--- config.mk ---
export PLATFORM = sky130hd
export DESIGN_NAME = exhaustive_sweeper
export DESIGN_NICKNAME = d
export VERILOG_FILES = /design/src/rtl/sweeper_pkg.sv /design/src/rtl/misr_reg.sv /design/src/rtl/exhaustive_sweeper.sv
export SDC_FILE = /design/constraint.sdc
export NUM_CORES = 1
export LEC_CHECK = 0
export CAP_MARGIN = 40
export CORE_MARGIN = 2
export CORE_UTILIZATION = 44
export CTS_CLUSTER_SIZE = 40
export DETAILED_ROUTE_END_ITERATION = 8
export PLACE_DENSITY = 0.74
export REMOVE_ABC_BUFFERS = 1
export SYNTH_ARGS = -nofsm -noshare
export SYNTH_HDL_FRONTEND = slang
export SYNTH_SLANG_ARGS = --single-unit
--- constraint.sdc ---
create_clock -name clk -period 2.1 [get_ports clk]
set_input_delay 0.525 -clock clk [delete_from_list [all_inputs] [get_ports clk]]
set_output_delay 0.525 -clock clk [all_outputs]
set_load 0.01 [all_outputs]
--- src/rtl/sweeper_pkg.sv ---
// Shared types and helpers for the exhaustive stimulus sweeper and its MISR.
package sweeper_pkg;

    localparam int unsigned MISR_MAX_W = 32;
    localparam int unsigned STIM_MAX_W = 16;

    typedef enum logic [1:0] {
        IDLE = 2'd0,
        RUN  = 2'd1,
        DONE = 2'd2
    } state_e;

    // Binary to reflected Gray code.
    function automatic logic [STIM_MAX_W-1:0] gray(input logic [STIM_MAX_W-1:0] b);
        return b ^ (b >> 1);
    endfunction

    // One MISR shift of a w-bit register held in the low bits of a 32-bit word.
    function automatic logic [MISR_MAX_W-1:0] misr_step(
        input logic [MISR_MAX_W-1:0] sig,
        input logic [MISR_MAX_W-1:0] poly,
        input logic [MISR_MAX_W-1:0] din,
        input int unsigned           w
    );
        logic [MISR_MAX_W-1:0] mask;
        logic [MISR_MAX_W-1:0] nxt;
        logic                  msb;
        mask = (w >= MISR_MAX_W) ? '1 : ((32'd1 << w) - 32'd1);
        msb  = sig[5'(w - 32'd1)];
        nxt  = (sig << 1) ^ (msb ? poly : 32'd0) ^ din;
        return nxt & mask;
    endfunction

endpackage

--- src/rtl/misr_reg.sv ---
// Signature register: folds an M-bit response into a SIG_W-bit MISR.
module misr_reg
    import sweeper_pkg::*;
#(
    parameter int unsigned     SIG_W = 16,
    parameter logic [SIG_W-1:0] POLY = 16'h1021,
    parameter int unsigned     M     = 3
) (
    input  logic             clk,
    input  logic             rst_n,
    input  logic             clr,
    input  logic             en,
    input  logic [M-1:0]     din,
    output logic [SIG_W-1:0] q
);

    logic [SIG_W-1:0] sig_q;
    logic [SIG_W-1:0] sig_d;

    always_comb begin
        sig_d = sig_q;
        if (clr) begin
            sig_d = '0;
        end else if (en) begin
            sig_d = SIG_W'(misr_step(32'(sig_q), 32'(POLY), 32'(din), SIG_W));
        end
    end

    always_ff @(posedge clk) begin
        if (!rst_n) begin
            sig_q <= '0;
        end else begin
            sig_q <= sig_d;
        end
    end

    assign q = sig_q;

endmodule

--- src/rtl/exhaustive_sweeper.sv ---
// Walks all 2^N stimulus vectors (binary or Gray order), holding each STEP
// cycles, and compresses the block-under-test response into a MISR signature.
module exhaustive_sweeper
    import sweeper_pkg::*;
#(
    parameter int unsigned      N     = 5,
    parameter int unsigned      M     = 3,
    parameter int unsigned      STEP  = 1,
    parameter int unsigned      SIG_W = 16,
    parameter logic [SIG_W-1:0] POLY  = 16'h1021
) (
    input  logic             clk,
    input  logic             rst_n,
    input  logic             start,
    input  logic             abort,
    input  logic             mode,
    input  logic [M-1:0]     resp,
    output logic [N-1:0]     stim,
    output logic             busy,
    output logic             done,
    output logic [SIG_W-1:0] signature,
    output logic [N:0]       vec_count
);

    localparam int unsigned    HOLD_W    = (STEP > 1) ? $clog2(STEP) : 1;
    localparam logic [HOLD_W-1:0] LAST_HOLD = HOLD_W'(STEP - 1);
    localparam logic [N-1:0]   LAST_IDX  = '1;

    generate
        if (STEP < 1 || M < 1 || M > SIG_W || N < 1 || N > STIM_MAX_W ||
            SIG_W > MISR_MAX_W) begin : gen_param_check
            $error("exhaustive_sweeper: illegal parameter combination");
        end
    endgenerate

    state_e              state_q, state_d;
    logic [N-1:0]        index_q, index_d;
    logic [HOLD_W-1:0]   hold_q, hold_d;
    logic                mode_q, mode_d;
    logic [N-1:0]        stim_q, stim_d;
    logic                busy_q, busy_d;
    logic                done_q, done_d;
    logic [N:0]          vec_count_q, vec_count_d;
    logic                misr_clr;
    logic                misr_en;

    function automatic logic [N-1:0] vector_of(input logic [N-1:0] k, input logic g);
        return g ? N'(gray(STIM_MAX_W'(k))) : k;
    endfunction

    // Next-state, counters and handshake outputs.
    always_comb begin
        state_d     = state_q;
        index_d     = index_q;
        hold_d      = hold_q;
        mode_d      = mode_q;
        stim_d      = stim_q;
        busy_d      = busy_q;
        done_d      = done_q;
        vec_count_d = vec_count_q;
        misr_clr    = 1'b0;
        misr_en     = 1'b0;

        unique case (state_q)
            IDLE, DONE: begin
                if (start) begin
                    state_d     = RUN;
                    busy_d      = 1'b1;
                    done_d      = 1'b0;
                    index_d     = '0;
                    hold_d      = '0;
                    mode_d      = mode;
                    stim_d      = vector_of('0, mode);
                    vec_count_d = '0;
                    misr_clr    = 1'b1;
                end
            end
            RUN: begin
                if (abort) begin
                    // Partial signature and count are kept for debug.
                    state_d = IDLE;
                    busy_d  = 1'b0;
                    done_d  = 1'b0;
                    stim_d  = '0;
                end else if (hold_q == LAST_HOLD) begin
                    misr_en     = 1'b1;
                    vec_count_d = vec_count_q + (N+1)'(1);
                    if (index_q != LAST_IDX) begin
                        index_d = index_q + N'(1);
                        hold_d  = '0;
                        stim_d  = vector_of(index_q + N'(1), mode_q);
                    end else begin
                        state_d = DONE;
                        busy_d  = 1'b0;
                        done_d  = 1'b1;
                    end
                end else begin
                    hold_d = hold_q + HOLD_W'(1);
                end
            end
            default: begin
                state_d = IDLE;
            end
        endcase
    end

    always_ff @(posedge clk) begin
        if (!rst_n) begin
            state_q     <= IDLE;
            index_q     <= '0;
            hold_q      <= '0;
            mode_q      <= 1'b0;
            stim_q      <= '0;
            busy_q      <= 1'b0;
            done_q      <= 1'b0;
            vec_count_q <= '0;
        end else begin
            state_q     <= state_d;
            index_q     <= index_d;
            hold_q      <= hold_d;
            mode_q      <= mode_d;
            stim_q      <= stim_d;
            busy_q      <= busy_d;
            done_q      <= done_d;
            vec_count_q <= vec_count_d;
        end
    end

    misr_reg #(
        .SIG_W (SIG_W),
        .POLY  (POLY),
        .M     (M)
    ) u_misr (
        .clk   (clk),
        .rst_n (rst_n),
        .clr   (misr_clr),
        .en    (misr_en),
        .din   (resp),
        .q     (signature)
    );

    assign stim      = stim_q;
    assign busy      = busy_q;
    assign done      = done_q;
    assign vec_count = vec_count_q;

endmodule

---- Word-level counts from Yosys, hierarchy flattened ----
Index checks and enable logic that the tools add are counted.
operators by class
  $add $sub $neg .......................... 3
  multiplexer cells ....................... 38
  shifts and indexed selects .............. 0
  reduce and logical (&&, ||, !) cells .... 11
  eq/ne operators ......................... 10
  divide/modulo/power cells ............... 0
  bitwise gates (word level) .............. 4
  $lt $le $gt $ge ......................... 0
  multipliers ............................. 0
operator list
  operator               number
  $mux W5                8
  $pmux W5 S2            2
  $mux W6                3
  $xor A16 B16 Y16       1
  $xor A16 B3 Y16        1
  $mux W1                15
  $mux W13               1
  $pmux W6 S2            1
  $reduce_and A4 Y1      3
  $ne A3 B3 Y1 const B   3
  $mux W2                4
  $ne A2 B2 Y1 const B   4
  $add A6 B1 Y6 const B  1
  $pmux W1 S2            3
  $reduce_and A3 Y1      2
  $add A5 B1 Y5 const B  1
  $ne A5 B5 Y1 const B   1
  $reduce_and A5 Y1      1
  $xor A5 B4 Y5          1
  $pmux W2 S2            1
  $reduce_or A2 Y1       2
  $eq A2 B1 Y1 const B   1
  $eq A2 B2 Y1 const B   1
  $logic_not A2 Y1       1
  4 further kinds        4
word-level totals
  bits in read-only memories .............. 0
  bits of input ports ..................... 8
  RAM bits ................................ 0
  memories ................................ 0
  logic and storage cells ................. 75
  bits in registers ....................... 38
  latch bits .............................. 0

---- Longest topological paths before layout ----
Gate-level depths: netlist of run 1.
  word-level depth ........................ 7
  gate-level depth with buffers ........... 8
  mapped depth without buffers ............ 7

---- Hierarchy ----
A second synthesis of run 1 with hierarchy kept.
second synthesis, totals
  cells, all modules ...................... 180
  area, all modules ....................... 1681.6 sq um
by module, submodules not included
  module              seq. area each (sq um)  instances  cells an instance  area an instance (sq um)
  exhaustive_sweeper  420.4                   1          122                1047.3
  misr_reg            320.3                   1          58                 634.4

---- Least setup slack after synthesis of run 1 ----
Ideal clock, no wire load.
  path kind ............................... register -> register
  from .................................... register index_q[0]
  to ...................................... register stim_q[2] (netlist: stim[2])
  buffers on the path ..................... 1
  library setup time ...................... 0.063 ns
  cell stages (with the launch flop) ...... 8
  required time ........................... 2.037 ns
  slack ................................... 0.093 ns
  arrival ................................. 1.944 ns
  path through ............................ dfxtp_1 ha_1 and3_1 ha_1 or4b_1 buf_6 a2111oi_2 nand3b_1
on the way
  cells in the longest elaborated chain, start to end .. 7
ends and longest elaborated chain
  element                   RTL line                   RTL
  start: declaration        exhaustive_sweeper.sv:37   logic [N-1:0] index_q, index_d;
  start signal: assignment  exhaustive_sweeper.sv:119  index_q <= index_d;
  $add A5 B1 Y5             exhaustive_sweeper.sv:91   stim_d = vector_of(index_q + N'(1), mode_q);
  $xor A5 B4 Y5             sweeper_pkg.sv:15          return b ^ (b >> 1);
  $mux W5                   exhaustive_sweeper.sv:48   return g ? N'(gray(STIM_MAX_W'(k))) : k;
  $mux W5                   exhaustive_sweeper.sv:88   if (index_q != LAST_IDX) begin
  $mux W5                   exhaustive_sweeper.sv:85   end else if (hold_q == LAST_HOLD) begin
  $mux W5                   exhaustive_sweeper.sv:79   if (abort) begin
  $pmux W5 S2               exhaustive_sweeper.sv:64   unique case (state_q)
  end signal: assignment    exhaustive_sweeper.sv:122  stim_q <= stim_d;
  end: declaration          exhaustive_sweeper.sv:40   logic [N-1:0] stim_q, stim_d;
Several ways; a longest one is shown, not always the timed one. The select of a mux whose other input is x is not followed.
A chain may end at the register's enable or synchronous reset.

---- Final worst setup path of run 1 ----
  from .................................... register index_q[1]
  to ...................................... register stim_q[2] (netlist: stim[2])
The elaborated chain is that of the path after synthesis.

==> out/metrics.yaml, run 1 <==
cts.path.max_buffers: 2
hold_start: "stim[3]"
routedWlPerCell_um: 11.8
grt-ovfl-total: 0
ys.flop_type: "dfxtp_1"
fin_nets: 251
dieArea_um2: 4190
drt_wl_total_mm: 3.42
ff2ff_setup_slack_ns: 0.15
yosysUniqueCellTypes: 36
synth_warnings: 0
ys_seq_area_share_pct: 45.6
setup_viol: 0
drt_iter0_drc: 92
ys_ff_latch: 37
syn_area_um2: 1620
firstDrtPassIters: 4
critical_path.endpoint: "stim[2]"
cp-start-kind: "flip-flop"
worstPathCellList: "ha_1 -> and3_1 -> ha_1 -> buf_4 -> nor4b_4 -> buf_4 -> and3_1 -> nand3_1 -> nand3b_1"
worst_slew_pin_slew_ns: 0.461
period_share_pct: 93.0
slowest_stage: "dfxtp_2"
fp.dieW_um: 64.7
fmax_mhz: 512
hpwl_mm: 2.42
min_path_cells: 2
drive_gt1_share_pct: 12.9
path_clk_slew_ns: 0.08
antenna_found_initial: 0
r2r_end: "stim[2]"
grt_pass1_wl_mm: 5.62
via_per_inst: 5.07
maxSlewHeadroom_pct: 69.2
reg2regPathDepth: 9
clock_sinks: 37
cp.arrival_ns: 2.18
critical_path.startpoint: "index_q[1]"
antenna_left: 0
area_delta_synth_final_pct: 40.2
powerDensity_nw_per_um2: 705
synth-async-reset-ratio_pct: 0
multi_input_area_um2: 832
start_util_pct: 45.0
cp.required_ns: 2.33
synth_area_per_cell_um2: 8.54
cts_made_buffers: 5
ff_latch_area_um2: 742
post-route-drc-count: 0
nFillCells: 318
cts-htree-levels: 2
vias: 1464
grt_usage_pct: 17.2
critPathCaptureType: "flip-flop"
globalplace.congestion: 0.852
grt_pass1_vias: 1239
grt_max_degree: 22
drv_slew: 0
worst_path_largest_cell_delay_ns: 0.35
core-area_um2: 3610
clockRootBuffer: "clkbuf_8"
min-delay-path-class: "flip-flop to flip-flop"
synth_edf_count: 0
postCtsHoldBufs: 0
timing.rr.start: "index_q[1]"
critPathMaxFanout: 5
die_h_um: 64.7
insertion_delay_ns: 0.29
finalHoldViolCount: 0
period_needed_ns: 1.95
p_total_mw: 1.60
final_cell_mix: "nand2_1 (36), dfxtp_1 (36), clkdlybuf4s50_1 (36)"
power_leakage_nw: 0.814
netlist.area_leader.share_pct: 45.6
port_buffers: 36
peakVddDrop_mv: 0.596
drv_cap: 0
outcome: "complete, no violations"
synth.area.top_cells: "dfxtp_1 (46%), nand2_1 (8.3%), a21oi_1 (7.7%)"
cts_tree: "yes"
setup.worst_path.class: "flip-flop to flip-flop"
fin_util_pct: 63.1
io_pins: 37
row_count: 22
diodes: 0
synthCells: 190
fin_worst_skew_ns: 0.00818
synth_largest_area_cell: "dfxtp_1"
-- flip-flops by register name, indices dropped and copies added, names as in the netlist --
| signal | flops |
|---|---|
| u_misr.q | 16 |
| vec_count | 6 |
| index_q | 5 |
| stim | 5 |
| state_q | 2 |
| busy | 1 |
| done | 1 |
| mode_q | 1 |
-- cells by family after synthesis --
logic type      after synthesis  share of synthesized area [%]
simple gates                 78                           24.1
buf+inv                      12                           3.32
compound gates               46                           17.0
flops                        37                           45.6
fa+ha+maj                     3                           2.31
xor+xnor                     12                           6.48
mux                           2                           1.23
-- metrics by stage --
stage	setup slack, ns	setup TNS [ns]	hold slack, ns	instance area, µm²	instances
floorplan	0.0700	0	0.441	1580	181
global placement	0.0297	0	0.445	2130	280
detailed placement	0.0197	0	0.449	2130	280
CTS	0.0663	0	0.462	2260	288
global route	-0.00156	-0.00156	0.482	2280	289
finish	0.147	0	0.459	2280	289
-- worst min path at each step --
| stage | to | slack [ns] |
|---|---|---|
| 3_5_place_dp | stim[4] | 0.45 |
| 5_1_grt | u_misr.q[4] | 0.48 |
| 2_1_floorplan | index_q[4] | 0.44 |
| 4_1_cts | stim[4] | 0.46 |
| 6_report | stim[3] | 0.46 |
| 3_3_place_gp | stim[4] | 0.45 |
-- timing repair --
item | in CTS | in global routing
gates resized for setup | 0 | 3
buffers inserted | 0 | 1
setup endpoints to repair | 0 | 4
-- worst max-delay path: cells and delay by family (launching register included) --
family	cells	cell delay, ns
buffers and inverters	2	0.32
DFF	1	0.35
adders and majority gates	2	0.39
and+or+nand+nor	5	0.84
-- power by group --
group          switching (mW)  total (mW)  internal [mW]
logic                  0.0696       0.139         0.0691
clock network           0.264       0.742          0.478
registers              0.0104       0.723          0.713
-- routing by layer --
layer  up-vias  track usage [%]  routed length, µm
li1        752                -                  -
met1       665             21.9               1600
met2        42             28.0               1550
met3         5             4.86                221
met4         0             5.59                 45
met5         -                0                  0
-- cell usage after synthesis (2+ instances only) --
| cell | n |
|---|---|
| xor2_1 | 6 |
| nor2_1 | 17 |
| a21o_1 | 2 |
| nand2b_1 | 2 |
| clkbuf_1 | 7 |
| a21oi_1 | 25 |
| dfxtp_1 | 37 |
| nand3_1 | 5 |
| nand3b_1 | 3 |
| and3_1 | 3 |
| a31oi_1 | 2 |
| mux2i_1 | 2 |
| inv_1 | 3 |
| ha_1 | 3 |
| o2111ai_1 | 2 |
| nand2_1 | 36 |
| xnor2_1 | 6 |
| a211oi_1 | 5 |
| nor2b_1 | 3 |
| o21ai_0 | 5 |
-- layout make-up --
type,instances,area share [%]
tap,48,2.64
inverter,3,0.495
sequential,37,32.6
multi-input combinational,141,36.6
clock buffer,5,3.02
clock inverter,3,3.02
timing repair buffer,52,21.7
Power figures use the tool's default switching activity.
==> run 2, diff against run 1 <==
--- a/config.mk
+++ b/config.mk
@@ -10,6 +10,7 @@
 export CORE_UTILIZATION = 44
 export CTS_CLUSTER_SIZE = 40
 export DETAILED_ROUTE_END_ITERATION = 8
+export HOLD_SLACK_MARGIN = 0.06
 export PLACE_DENSITY = 0.74
 export REMOVE_ABC_BUFFERS = 1
 export SYNTH_ARGS = -nofsm -noshare
==> results of run 2 <==
No change in the layout: final DEF, timing and power equal those of run 1.
